--- src/rtl/rob_pkg.sv ---
// Shared widths and the reorder-buffer entry record used by rob_retire.
package rob_pkg;

    localparam int DATA_W = 32;
    localparam int PREG_W = 6;
    localparam int AREG_W = 5;

    typedef struct packed {
        logic              valid;
        logic              done;
        logic              wen;
        logic [AREG_W-1:0] rd;
        logic [PREG_W-1:0] pd;
        logic [PREG_W-1:0] old_pd;
        logic [DATA_W-1:0] value;
    } rob_entry_t;

endpackage

--- src/rtl/rob_ptr.sv ---
// Ring-buffer pointer: IDX_W index bits plus one wrap bit, advanced by inc.
module rob_ptr #(
    parameter int IDX_W = 4
) (
    input  logic           clk,
    input  logic           rst,
    input  logic           inc,
    output logic [IDX_W:0] ptr
);

    // Index wraps DEPTH-1 -> 0 naturally and carries into the wrap bit.
    always_ff @(posedge clk or posedge rst) begin
        if (rst)
            ptr <= '0;
        else if (inc)
            ptr <= ptr + 1'b1;
    end

endmodule

--- src/rtl/rob_retire.sv ---
// In-order retire end of the reorder buffer. Optional ROB_PERF_EN adds
// saturating retire and full-stall counters.
module rob_retire
    import rob_pkg::*;
#(
    parameter  int DEPTH = 16,
    localparam int IDX_W = $clog2(DEPTH)
) (
    input  logic              clk,
    input  logic              rst,
    input  logic              alloc_valid,
    output logic              alloc_ready,
    input  logic              alloc_wen,
    input  logic [AREG_W-1:0] alloc_rd,
    input  logic [PREG_W-1:0] alloc_pd,
    input  logic [PREG_W-1:0] alloc_old_pd,
    output logic [IDX_W-1:0]  alloc_idx,
    input  logic              cmpl_valid,
    input  logic [IDX_W-1:0]  cmpl_idx,
    input  logic [DATA_W-1:0] cmpl_value,
    output logic              ret_valid,
    output logic              ret_wen,
    output logic [AREG_W-1:0] ret_rd,
    output logic [PREG_W-1:0] ret_pd,
    output logic [DATA_W-1:0] ret_value,
    output logic              free_valid,
    output logic [PREG_W-1:0] free_preg,
    output logic [IDX_W:0]    rob_count
`ifdef ROB_PERF_EN
    ,
    output logic [31:0]       perf_retired,
    output logic [31:0]       perf_full_stall
`endif
);

    logic [IDX_W:0]   head;
    logic [IDX_W:0]   tail;
    logic [IDX_W-1:0] head_idx;
    logic [IDX_W-1:0] tail_idx;
    logic             full;
    logic             empty;
    logic             alloc_fire;
    logic             cmpl_hit_head;
    logic             retire;
    logic [DATA_W-1:0] retire_value;
    rob_entry_t       head_entry;
    rob_entry_t       entries [DEPTH];
    logic [DEPTH-1:0] alloc_sel;
    logic [DEPTH-1:0] cmpl_sel;
    logic [DEPTH-1:0] retire_sel;

    rob_ptr #(.IDX_W(IDX_W)) u_head (.clk(clk), .rst(rst), .inc(retire),     .ptr(head));
    rob_ptr #(.IDX_W(IDX_W)) u_tail (.clk(clk), .rst(rst), .inc(alloc_fire), .ptr(tail));

    assign head_idx    = head[IDX_W-1:0];
    assign tail_idx    = tail[IDX_W-1:0];
    assign full        = (head_idx == tail_idx) && (head[IDX_W] != tail[IDX_W]);
    assign empty       = (head == tail);
    assign alloc_ready = !full;
    assign alloc_idx   = tail_idx;
    assign alloc_fire  = alloc_valid && !full;
    assign rob_count   = tail - head;

    // A completion landing on the head this cycle is bypassed straight into
    // the retire register, so retirement does not wait for done to settle.
    assign head_entry    = entries[head_idx];
    assign cmpl_hit_head = cmpl_valid && (cmpl_idx == head_idx) && head_entry.valid;
    assign retire        = !empty && (head_entry.done || cmpl_hit_head);
    assign retire_value  = cmpl_hit_head ? cmpl_value : head_entry.value;

    generate
        for (genvar gi = 0; gi < DEPTH; gi++) begin : g_sel
            assign alloc_sel[gi]  = alloc_fire && (tail_idx == IDX_W'(gi));
            assign cmpl_sel[gi]   = cmpl_valid && (cmpl_idx == IDX_W'(gi)) && entries[gi].valid;
            assign retire_sel[gi] = retire && (head_idx == IDX_W'(gi));
        end
    endgenerate

    // The tail slot is always invalid when not full, so alloc never collides
    // with a completion or retire on the same entry.
    always_ff @(posedge clk or posedge rst) begin
        if (rst) begin
            for (int i = 0; i < DEPTH; i++)
                entries[i] <= '0;
        end else begin
            for (int i = 0; i < DEPTH; i++) begin
                if (alloc_sel[i]) begin
                    entries[i] <= '{valid: 1'b1, done: 1'b0, wen: alloc_wen, rd: alloc_rd,
                                    pd: alloc_pd, old_pd: alloc_old_pd, value: '0};
                end else begin
                    if (cmpl_sel[i]) begin
                        entries[i].done  <= 1'b1;
                        entries[i].value <= cmpl_value;
                    end
                    if (retire_sel[i]) begin
                        entries[i].valid <= 1'b0;
                        entries[i].done  <= 1'b0;
                    end
                end
            end
        end
    end

    always_ff @(posedge clk or posedge rst) begin
        if (rst) begin
            ret_valid  <= 1'b0;
            ret_wen    <= 1'b0;
            ret_rd     <= '0;
            ret_pd     <= '0;
            ret_value  <= '0;
            free_valid <= 1'b0;
            free_preg  <= '0;
        end else begin
            ret_valid  <= retire;
            free_valid <= retire && head_entry.wen && (head_entry.old_pd != head_entry.pd);
            if (retire) begin
                ret_wen   <= head_entry.wen;
                ret_rd    <= head_entry.rd;
                ret_pd    <= head_entry.pd;
                ret_value <= retire_value;
                free_preg <= head_entry.old_pd;
            end
        end
    end

`ifdef ROB_PERF_EN
    always_ff @(posedge clk or posedge rst) begin
        if (rst) begin
            perf_retired    <= '0;
            perf_full_stall <= '0;
        end else begin
            if (retire && (perf_retired != '1))
                perf_retired <= perf_retired + 1'b1;
            if (alloc_valid && full && (perf_full_stall != '1))
                perf_full_stall <= perf_full_stall + 1'b1;
        end
    end
`endif

endmodule

--- config.mk ---
export PLATFORM = sky130hd
export DESIGN_NAME = rob_retire
export DESIGN_NICKNAME = d
export VERILOG_FILES = /design/src/rtl/rob_pkg.sv /design/src/rtl/rob_ptr.sv /design/src/rtl/rob_retire.sv
export SDC_FILE = /design/constraint.sdc
export NUM_CORES = 2
export LEC_CHECK = 0
export ABC_AREA = 1
export ABC_CLOCK_PERIOD_IN_PS = 59800
export BUFFER_PORTS_ARGS = -buffer_cell sky130_fd_sc_hd__buf_2
export CAP_MARGIN = 20
export CORE_ASPECT_RATIO = 0.75
export CORE_MARGIN = 2
export CORE_UTILIZATION = 55
export CTS_CLUSTER_DIAMETER = 50
export CTS_CLUSTER_SIZE = 20
export DETAILED_ROUTE_END_ITERATION = 10
export GPL_ROUTABILITY_DRIVEN = 1
export PLACE_DENSITY = 0.72
export SLEW_MARGIN = 20
export SYNTH_ARGS = -nofsm -noshare
export SYNTH_HDL_FRONTEND = slang
export SYNTH_SLANG_ARGS = --single-unit
--- constraint.sdc ---
create_clock -name clk -period 59.8 [get_ports clk]
set_clock_uncertainty 0.1 [all_clocks]
set_input_delay 2.99 -clock clk [delete_from_list [all_inputs] [get_ports clk]]
set_output_delay 2.99 -clock clk [all_outputs]
set_load 0.05 [all_outputs]
* Word-level counts from Yosys, hierarchy flattened
Cells that the tools add are included.
Cells by class: shifts and indexed selects 0, reduce and logical (&&, ||, !) cells 125, add/subtract/negate cells 3, bitwise gates (word level) 1, $lt $le $gt $ge 1, multiplexer cells 84, div/mod/pow operators 0, multipliers 0, eq/ne operators 50
Operators by type and width (count):
- 32-bit two-way mux | 33
- 52-bit binary-select mux with 4-bit select | 1
- 52-bit two-way mux | 2
- 4-bit equality test (second input constant) | 24
- 1-bit logical AND | 71
- 2-bit two-way mux | 32
- 2-bit nonzero test | 32
- 4-bit by 3-bit equality test with 1-bit output (second input constant) | 12
- 3-bit nonzero test | 16
- 4-bit by 2-bit equality test with 1-bit output (second input constant) | 6
- 1-bit two-way mux | 16
- 4-bit by 1-bit equality test with 1-bit output (second input constant) | 3
- 4-bit logical NOT | 3
- 5-bit by 1-bit adder with 5-bit output (second input constant) | 2
- 4-bit equality test | 2
- 6-bit inequality test | 1
- 5-bit equality test | 1
- 5-bit greater-or-equal comparator (second input constant) | 1
- 4-bit inverter with 5-bit output | 1
- 5-bit subtractor | 1
- 1-bit logical NOT | 2
- 1-bit logical OR | 1
- 1-bit inequality test | 1
Word-level totals: memory bits (read-only) 0, RAM bits 0, latch bits 0, word-level logic and storage cells 385, memories 0, input bits 58, bits in registers 894

* Depth between registers and ports, before layout
depth in word-level cells 10, depth in mapped cells 17

* Modules after synthesis
Synthesis repeated with hierarchy kept, for this count alone.
Second synthesis, totals: cells, all modules 5716, area total of the unflattened synthesis 43331.6 sq um
By module, submodules not included:
- rob_retire | instances 1, area an instance 42873.6 sq um, cells each 5664
- rob_ptr | instances 2, area an instance 229.0 sq um, cells each 26

* Worst setup path before layout
Ideal clock, no wire load.
path type register to output, start point register u_head.ptr[1], end point output rob_count[3], data required time 56.710 ns, arrival time 2.411 ns, stages on the path, launching flop included 10, setup slack 54.299 ns, buffers on the path 4, cells stage by stage dfrtp_1 buf_4 inv_4 buf_4 buf_4 clkbuf_1 ha_1 nand2_1 o21ai_0 xor2_1
On the way: cells in the longest elaborated chain, start to end 1
Ends and longest elaborated chain:
- start, declared | line rob_ptr.sv:8 | output logic [IDX_W:0] ptr
- start signal, assigned | line rob_ptr.sv:16 | ptr <= ptr + 1'b1;
- 5-bit subtractor | line rob_retire.sv:62 | assign rob_count = tail - head;
- end, declared | line rob_retire.sv:28 | output logic [IDX_W:0] rob_count
Every way passes these cells.

* Worst setup path in the final report
start point input cmpl_idx[3], end point register ret_value[9]
On the way: cells in the longest elaborated chain, start to end 5
Ends and longest elaborated chain:
- start, declared | line rob_retire.sv:19 | input logic [IDX_W-1:0] cmpl_idx,
- 4-bit equality test * | line rob_retire.sv:67 | assign cmpl_hit_head = cmpl_valid && (cmpl_idx == head_idx) && head_entry.valid;
- 1-bit logical AND * (2 in a row) | line rob_retire.sv:67
- 1-bit logical OR | line rob_retire.sv:68 | assign retire = !empty && (head_entry.done || cmpl_hit_head);
- 1-bit logical AND | line rob_retire.sv:68
- end signal, assigned | line rob_retire.sv:120 | ret_value <= retire_value;
- end, declared | line rob_retire.sv:25 | output logic [DATA_W-1:0] ret_value,
Mark *: on every way between the ends. The rest lies on a longest branch, timed or not. A chain may end at the register's enable or synchronous reset.

==> reports/metrics.cfg <==
[cts]
cts_hold_buf = 0
cts.repair.resized = 0
cts_max_level = 3
clk_pin_slew_ns = 0.07
postCtsSetupBuffers = 0
clock_sinks = 894
cts-root-buf = clkbuf_16
cts_max_path_buffers = 3
clkLatencyLatePin_ns = 0.69
cts_tree = yes
cts_buffers = 84

[setup_path]
slowest_stage = inv_2
critical_path_arrival_ns = 6.56
worstSetupEndpointType = flop
path_cells = buf_2, inv_1, o21ai_0, nor4_1, nand2_2, buf_4, nand2_2, nand2_4, inv_2, nand2_1, nand2_1
reg2reg_from = u_head.ptr[0]$_DFFE_PP0P_
rr_endpoint = ret_value[9]$_DFFE_PP0P_
critical_path_class = in -> reg
r2r_setup_slack_ns = 54.05
worst_setup_path_start_kind = input pin
cp_max_fo = 74
reg2reg_depth = 13
worstPathRequired_ns = 60.30
cp_slowest_stage_delay_ns = 0.89
path_delay_family = simple AND/OR/NAND/NOR gates
cp_num_buf_inv = 4

[place]
hpwl_um = 72500
pre_cts_ws_ns = 53.15
gp_congestion = 0.867
placed_cells = 6879
io_buffers = 119

[drt]
wl_met2_um = 60200
wire_per_inst_um = 20.0
dr_wl_met3_um = 14500
firstDrtPassIters = 6
vias_per_cell = 5.65
first_iter_violations = 5200
drcViolationCount = 0
num_vias = 39800
wl_met1_um = 62500
totalWireLength_um = 141000
highest_layer = met4
drtAntennaViolNets = 0

[die]
dieArea_mm2 = 0.0834
die_y_um = 251
start_util_pct = 55.5
die_w_um = 333
core_mm2 = 0.0804
io_pins = 120
core.rowCount = 90

[power_and_ir_drop]
peakVddDrop_mv = 0.0523
switching_share_pct = 45.1
power.switching_w = 0.00125
cell_internal_pwr_w = 0.00152
comb_power_share_pct = 43.1
power_density_mw_per_mm2 = 57.4
clkPwrFrac_pct = 20.8
p_leak_nw = 26.6
seqPwrFrac_pct = 36.1

[logic_synthesis]
synth_seq_cells = 894
synth_edf_count = 0
postSynth.asyncResetShare_pct = 100
postSynthNetCount = 6167
yosysWarnings = 0
synth_cells = 6096
yosys-top-cells-count = nand2_1, o21ai_0, dfrtp_1
seq_area_frac_synth_pct = 50.1
netlist.area_leader.share_pct = 50.1
synth_area_leaders = dfrtp_1, nand2_1, o21ai_0, inv_1, nor2_1
synth_most_common_cell = nand2_1
netlist_area_mm2 = 0.0446
synth_ff_type = dfrtp_1
syn_area_per_cell_um2 = 7.32
synth_area_leader_cell = dfrtp_1
ys_types = 30

[grt]
grt_pass1_wl_um = 217000
grtUsageTotal_pct = 33.7
grt_pass1_vias = 36200
grt_max_degree = 171
grt_overflow_total = 0
antenna_found_initial = 4

[sta]
min_period_ns = 6.06
setup_slack_ns = 53.74
tns_ns = 0
setup_viol_count_final = 0
final_max_slew_viol_count = 0
rsz0062_at_grt = false
worstMarginPinSlew_ns = 1.20
relSlewSlack_pct = 20.1
fmax_ghz = 0.165
holdWs_ns = 0.373
hold_violations = 0
post-route-period-util_pct = 10.1

[cells_and_area]
nets = 5978
register_area_mm2 = 0.0224
area_growth_syn_to_layout_pct = 8.13
layout-drive-gt1-share_pct = 6.32
multi_input_area_mm2 = 0.0175
instances_no_fill = 7039
fill_cells = 7362

[worst_hold_path]
hold_depth = 2
min_to = ret_value[18]$_DFFE_PP0P_
min_path_type = reg -> reg
hp-start = ret_value[18]$_DFFE_PP0P_

[flow_run]
drv_cap = 0

[status]
outcome = finished clean

worst max path at each step:
stage	startpoint	to	slack [ns]	depth (start not counted)
after CTS	u_head.ptr[1]$_DFFE_PP0P_	rob_count[3]	53.72	6
after detailed placement	cmpl_idx[3]	ret_value[17]$_DFFE_PP0P_	53.15	11
final	cmpl_idx[3]	ret_value[9]$_DFFE_PP0P_	53.74	11
after floorplan	rst	entries[0]$_DFFE_PP0P_	31.58	1
after global placement	cmpl_idx[1]	ret_value[17]$_DFFE_PP0P_	53.28	10
after global routing	cmpl_idx[0]	ret_value[16]$_DFFE_PP0P_	53.59	11
cell type report:
cell class,instances,area share (%)
clock inverters,64,1.65
flip-flops and latches,894,46.4
clock buffers,94,4.56
diodes,2,0.0104
well taps,1058,2.74
repair buffers,186,2.41
inverters,755,5.92
multi-input cells,3986,36.3
flip-flops by register name (all words and copies together), names as in the netlist:
| name | flops |
|---|---|
| entries | 832 |
| ret_value | 32 |
| free_preg | 6 |
| ret_pd | 6 |
| ret_rd | 5 |
| u_head.ptr | 5 |
| u_tail.ptr | 5 |
| free_valid | 1 |
| ret_valid | 1 |
| ret_wen | 1 |
power groups by stage:
stage | Sequential, W | Clock, W | Combinational (W)
after detailed placement | 0.00100 | 0 | 0.00117
after global placement | 0.000998 | 0 | 0.00114
after global routing | 0.00103 | 0.000604 | 0.00134
final | 0.000999 | 0.000576 | 0.00119
after floorplan | 0.00101 | 0 | 0.000857
after CTS | 0.000995 | 0.000581 | 0.00117
tightest hold or removal path, delay by kind of cell, from the launching register on:
kind,cells,cell delay (ns)
flip-flops,1,0.34
AND/OR/NAND/NOR,2,0.10
cells by family after synthesis:
logic type                 synth area share [%]
xor gates and xnor gates                  0.255
AOI/OAI and AO/OA                          16.2
buffers and inverters                      10.9
adders and majority gates                 0.381
DFF                                        50.1
and+or+nand+nor                            22.1
cells in the final DEF (no fill, tap or decap), types with 2 or more instances in the layout:
master / Yosys / routed
nor3_1: 2 / 2
clkbuf_16: 0 / 84
nand3_4: 0 / 4
dfrtp_4: 0 / 2
nand3_1: 99 / 81
nand2_1: 1940 / 1939
o22ai_1: 102 / 102
xnor2_1: 4 / 4
nor2_4: 0 / 3
nand3_2: 0 / 14
clkbuf_8: 0 / 6
nand2_2: 4 / 4
clkinv_8: 0 / 16
buf_2: 138 / 119
clkinv_2: 0 / 5
diode_2: 0 / 2
inv_8: 0 / 13
inv_1: 748 / 747
o21ai_1: 72 / 72
buf_4: 26 / 61
a31oi_1: 31 / 31
nor2_1: 446 / 445
clkinv_4: 0 / 5
bufinv_16: 0 / 4
clkinvlp_4: 0 / 10
inv_2: 6 / 5
ha_1: 12 / 12
buf_12: 0 / 5
dfrtp_1: 894 / 892
a21oi_1: 44 / 44
xor2_1: 9 / 9
nand4_1: 52 / 52
clkbuf_1: 281 / 4
inv_6: 0 / 12
o21ai_0: 1161 / 1161
through the flow:
step / utilization (%) / area (um2) / power [W]
finish: 60.0 / 48200 / 0.00277
global route: 60.0 / 48200 / 0.00297
CTS: 60.0 / 48200 / 0.00275
detailed placement: 56.3 / 45200 / 0.00217
global placement: 56.3 / 45200 / 0.00214
floorplan: - / 44600 / 0.00186
layer usage:
layer / vias to the layer above / GRT usage (%)
met4: 0 / 9.46
met1: 18900 / 50.3
met3: 258 / 6.36
met5: - / 0
li1: 18700 / -
met2: 1990 / 50.1
(Power assumes the default switching activity.)
